File: src/rtl/problem_3_1.sv
// ----------------------------------------------------------------------------
// problem_3_1 : switch-bank front end
//   Synchronises four asynchronous slide switches into the clk domain and
//   drives three indicator lights with the number of switches that are on
//   (0..4). The count is taken from a register, so there is no combinational
//   path from switches to lights.
//
// Ports
//   clk       in   1  system clock, rising edge
//   rst_n     in   1  asynchronous, active-low reset
//   switches  in   4  raw switch levels (asynchronous to clk)
//   lights    out  3  registered population count of the accepted switches
//
// Parameters
//   SYNC_STAGES      synchroniser depth (2..4)
//   DEBOUNCE_CYCLES  edges a new value must persist (1..255), debounce only
//
// Build option
//   PROBLEM_3_1_DEBOUNCE_EN : inserts a debounce stage between the
//   synchroniser and the count logic. Undefined by default.
// ----------------------------------------------------------------------------
module problem_3_1 #(
    parameter int unsigned SYNC_STAGES     = 2,
    parameter int unsigned DEBOUNCE_CYCLES = 4
) (
    input  logic       clk,
    input  logic       rst_n,
    input  logic [3:0] switches,
    output logic [2:0] lights
);

    localparam int unsigned SW_W  = 4;
    localparam int unsigned CNT_W = 8;
    localparam int unsigned LED_W = 3;

    // Elaboration-time parameter range guard
    if (SYNC_STAGES < 2 || SYNC_STAGES > 4 ||
        DEBOUNCE_CYCLES < 1 || DEBOUNCE_CYCLES > 255) begin : g_param_check
        $error("problem_3_1: parameter out of range");
    end

    // Switch synchroniser: plain flop chain, no logic between stages
    logic [SYNC_STAGES-1:0][SW_W-1:0] sync_q;
    logic [SW_W-1:0]                  sync_last;

    always_ff @(posedge clk or negedge rst_n) begin
        if (!rst_n) begin
            sync_q <= '0;
        end else begin
            sync_q[0] <= switches;
            for (int i = 1; i < int'(SYNC_STAGES); i++) begin
                sync_q[i] <= sync_q[i-1];
            end
        end
    end

    assign sync_last = sync_q[SYNC_STAGES-1];

    logic [SW_W-1:0] accepted;

`ifdef PROBLEM_3_1_DEBOUNCE_EN
    logic [SW_W-1:0]  acc_q, acc_d;
    logic [SW_W-1:0]  prev_q;
    logic [CNT_W-1:0] cnt_q, cnt_d;

    // Count edges where a new value is both different and unchanged;
    // accept it once the run length reaches DEBOUNCE_CYCLES
    always_comb begin
        acc_d = acc_q;
        cnt_d = '0;
        if ((sync_last != acc_q) && (sync_last == prev_q)) begin
            if (({1'b0, cnt_q} + 9'd1) == 9'(DEBOUNCE_CYCLES)) begin
                acc_d = sync_last;
            end else begin
                cnt_d = cnt_q + CNT_W'(1);
            end
        end
    end

    always_ff @(posedge clk or negedge rst_n) begin
        if (!rst_n) begin
            acc_q  <= '0;
            prev_q <= '0;
            cnt_q  <= '0;
        end else begin
            acc_q  <= acc_d;
            prev_q <= sync_last;
            cnt_q  <= cnt_d;
        end
    end

    assign accepted = acc_q;
`else
    assign accepted = sync_last;
`endif

    // Population count of the accepted value
    logic [LED_W-1:0] count_c;

    always_comb begin
        count_c = '0;
        for (int i = 0; i < int'(SW_W); i++) begin
            count_c = count_c + LED_W'(accepted[i]);
        end
    end

    logic [LED_W-1:0] lights_q;

    always_ff @(posedge clk or negedge rst_n) begin
        if (!rst_n) begin
            lights_q <= '0;
        end else begin
            lights_q <= count_c;
        end
    end

    assign lights = lights_q;

endmodule

File: config.mk
export PLATFORM = sky130hd
export DESIGN_NAME = problem_3_1
export DESIGN_NICKNAME = d
export VERILOG_FILES = /design/src/rtl/problem_3_1.sv
export SDC_FILE = /design/constraint.sdc
export NUM_CORES = 1
export LEC_CHECK = 0
export ABC_AREA = 1
export CAP_MARGIN = 20
export CORE_AREA = 2 2 39 41
export CTS_CLUSTER_DIAMETER = 120
export DETAILED_ROUTE_END_ITERATION = 8
export DIE_AREA = 0 0 41 43
export HOLD_SLACK_MARGIN = 0.06
export PLACE_DENSITY = 0.59
export SYNTH_ARGS = -nofsm -noshare
export SYNTH_HDL_FRONTEND = slang
export SYNTH_SLANG_ARGS = --single-unit
File: constraint.sdc
create_clock -name clk -period 1.6 [get_ports clk]
set_clock_uncertainty 0.2 [all_clocks]
set_input_delay 0.4 -clock clk [delete_from_list [all_inputs] [get_ports clk]]
set_output_delay 0.4 -clock clk [all_outputs]
set_load 0.01 [all_outputs]
==> results.ini, run 1 <==
[run_status]
status=complete, but fails checks
violations=setup timing

[pwr]
p_int_mw=0.427
clock_power_share_pct=32.4
p_seq_share_pct=56.8
power_density_nw_per_um2=1120
p_sw_mw=0.110
swShare_pct=20.4
irDropWorstVdd_mv=0.418
combPwrFrac_pct=10.8
leakagePower_nw=0.230

[setup_path]
cp.buffers_inverters=2
cpMaxStageDelayCell=fa_1
cp_cell_sequence=inv_2, fa_1, inv_1, ha_2, ha_4
start_kind=flip-flop
r2r_slack_ns=-0.03
slowest_delay_ns=0.52
r2r-end=lights[1]
cpLargestDelayFamily=adder cells
worst_ep_arrival_time_ns=1.57
r2r_cells=5
worstReg2RegStart=accepted[3]
worstSetupEndpointType=flip-flop
path_max_fanout=1
critPathRequiredTime_ns=1.55
critical_path_class=flip-flop to flip-flop

[routing]
vias=172
viasPerCell=3.66
wl_um=398
route.detailed.drc=0
first_pass_iters=1
wl_per_cell_um=8.47
ant_nets=0
detail_route.iter0.violations=0

[final_layout]
drive_gt1_share_pct=19.4
fin_area_um2=477
area_growth_pct=40.6
utilization_pct=34.4
layout.nets=41
diodes=0
final_cells=47

[clocking]
clockRootBuffer=clkbuf_4
cts_resized=4
cts_num_sinks=11
htreeDepth=1
cts_hold_buf=0
post-cts-setup-buffers=0
cts_buffers=3
clkLatencyLatePin_ns=0.25
clockBufferDepth=2
clkTransAtPathRegs_ns=0.06
cts_tree=yes

[synth]
syn_inst=19
synth.net_count=28
yosysSeqAreaShare_pct=81.2
ys_types=4
synthesis.area_um2=339
avgSynthCellArea_um2=17.8
ys_ff_latch=11
ys_warn_count=0

[timing]
rsz0062_at_grt=true
setup_viol=1
worst_pin_slew_ns=0.469
period_needed_ns=1.63
drv_slew=0
hold_viol=0
slew_headroom_pct=68.6
hold-worst-slack_ns=0.149
min_period_over_period_pct=102
fmax_ghz=0.615
timing.final.ws_setup_ns=-0.0260

[grt]
track_usage_pct=6.97
grt_max_degree=12
grt_pass1_wl_um=717
antenna_found_initial=0
grt_pass1_vias=183
overflow=0

[floorplanning]
die_h_um=43
initial_core_util_pct=24.5
die_w_um=41
row_count=14
ios=9
core_area_um2=1380
die_area_um2=1760

[hold_path]
hp-class=flip-flop to flip-flop
holdPathEnd=accepted[1]
min-delay-start=sync_q[1]
holdPathStages=0

[place]
place_area_um2=442
dp_hpwl_um=309
portBuffers=8
gp_congestion=0.567
dp_cells=43

[run]
maxCapViolCount=0

kinds of logic after synthesis:
group / count (synthesis) / share of synthesized area [%]
adder cells (fa/ha/maj): 3 / 13.3
buffers and inverters: 5 / 5.54
flip-flops: 11 / 81.2
power groups by stage:
| stage | sequential (mW) | clock [mW] | combinational [mW] |
|---|---|---|---|
| finish | 0.305 | 0.173 | 0.0580 |
| global placement | 0.309 | 0 | 0.0607 |
| floorplan | 0.316 | 0 | 0.0124 |
| detailed placement | 0.311 | 0 | 0.0631 |
| global route | 0.306 | 0.199 | 0.0695 |
| CTS | 0.305 | 0.185 | 0.0603 |
flip-flops by register name (all words and copies together), names as in the netlist:
name	flops
sync_q	4
accepted	4
lights	3
worst max path at each step:
stage | from | endpoint | slack (ns) | depth (start not counted)
global placement | accepted[3] | lights[1] | -0.06 | 5
finish | accepted[3] | lights[1] | -0.03 | 5
global route | accepted[3] | lights[1] | -0.07 | 5
CTS | accepted[3] | lights[1] | -0.03 | 5
floorplan | accepted[3] | lights[1] | -0.03 | 5
detailed placement | accepted[3] | lights[1] | -0.08 | 5
cells in the mapped netlist:
| master | count | area (um^2) |
|---|---|---|
| ha_1 | 2 | 25.0 |
| fa_1 | 1 | 20.0 |
| inv_1 | 5 | 18.8 |
| dfrtp_1 | 11 | 275 |
layout by cell type, fill, tap and decap left out:
master / instances
clkdlybuf4s50_1: 5
ha_4: 1
clkbuf_4: 3
dfrtp_1: 11
dlygate4sd2_1: 3
inv_2: 1
clkbuf_1: 1
inv_1: 4
ha_2: 1
fa_1: 1
stage by stage:
step                setup WS, ns  total power, mW  setup TNS, ns
global route             -0.0695            0.575        -0.0787
CTS                      -0.0282            0.550        -0.0282
floorplan                -0.0323            0.328        -0.0323
detailed placement       -0.0815            0.374        -0.0815
finish                   -0.0260            0.536        -0.0260
global placement         -0.0612            0.370        -0.0612
layer usage:
layer	track usage, %	up-vias	wire length, um
met4	6.00	0	0
li1	-	78	-
met5	0	-	0
met3	4.71	0	45
met1	6.53	85	141
met2	9.69	9	211
worst reg2reg max path, stage by stage (launching register included):
cell,delay (ns)
dfrtp_1,0.33
inv_2,0.04
fa_1,0.52
inv_1,0.04
ha_2,0.18
ha_4,0.20
final cells by class:
| cell class | instances | area (um^2) |
|---|---|---|
| clock buffers | 4 | 26.3 |
| fillers | 143 | 907 |
| inverters | 5 | 18.8 |
| multi-input cells | 3 | 60.1 |
| flip-flops and latches | 11 | 275 |
| well taps | 16 | 20.0 |
| repair buffers | 8 | 76.3 |
Power figures use the tool's default switching activity.
==> run 2, diff against run 1 <==
--- a/config.mk
+++ b/config.mk
@@ -11,7 +11,7 @@
 export CTS_CLUSTER_DIAMETER = 120
 export DETAILED_ROUTE_END_ITERATION = 8
 export DIE_AREA = 0 0 41 43
-export HOLD_SLACK_MARGIN = 0.06
+export HOLD_SLACK_MARGIN = 0.1
 export PLACE_DENSITY = 0.59
 export SYNTH_ARGS = -nofsm -noshare
 export SYNTH_HDL_FRONTEND = slang
==> results of run 2 <==
Final layout, timing and power as in run 1 (identical DEF).
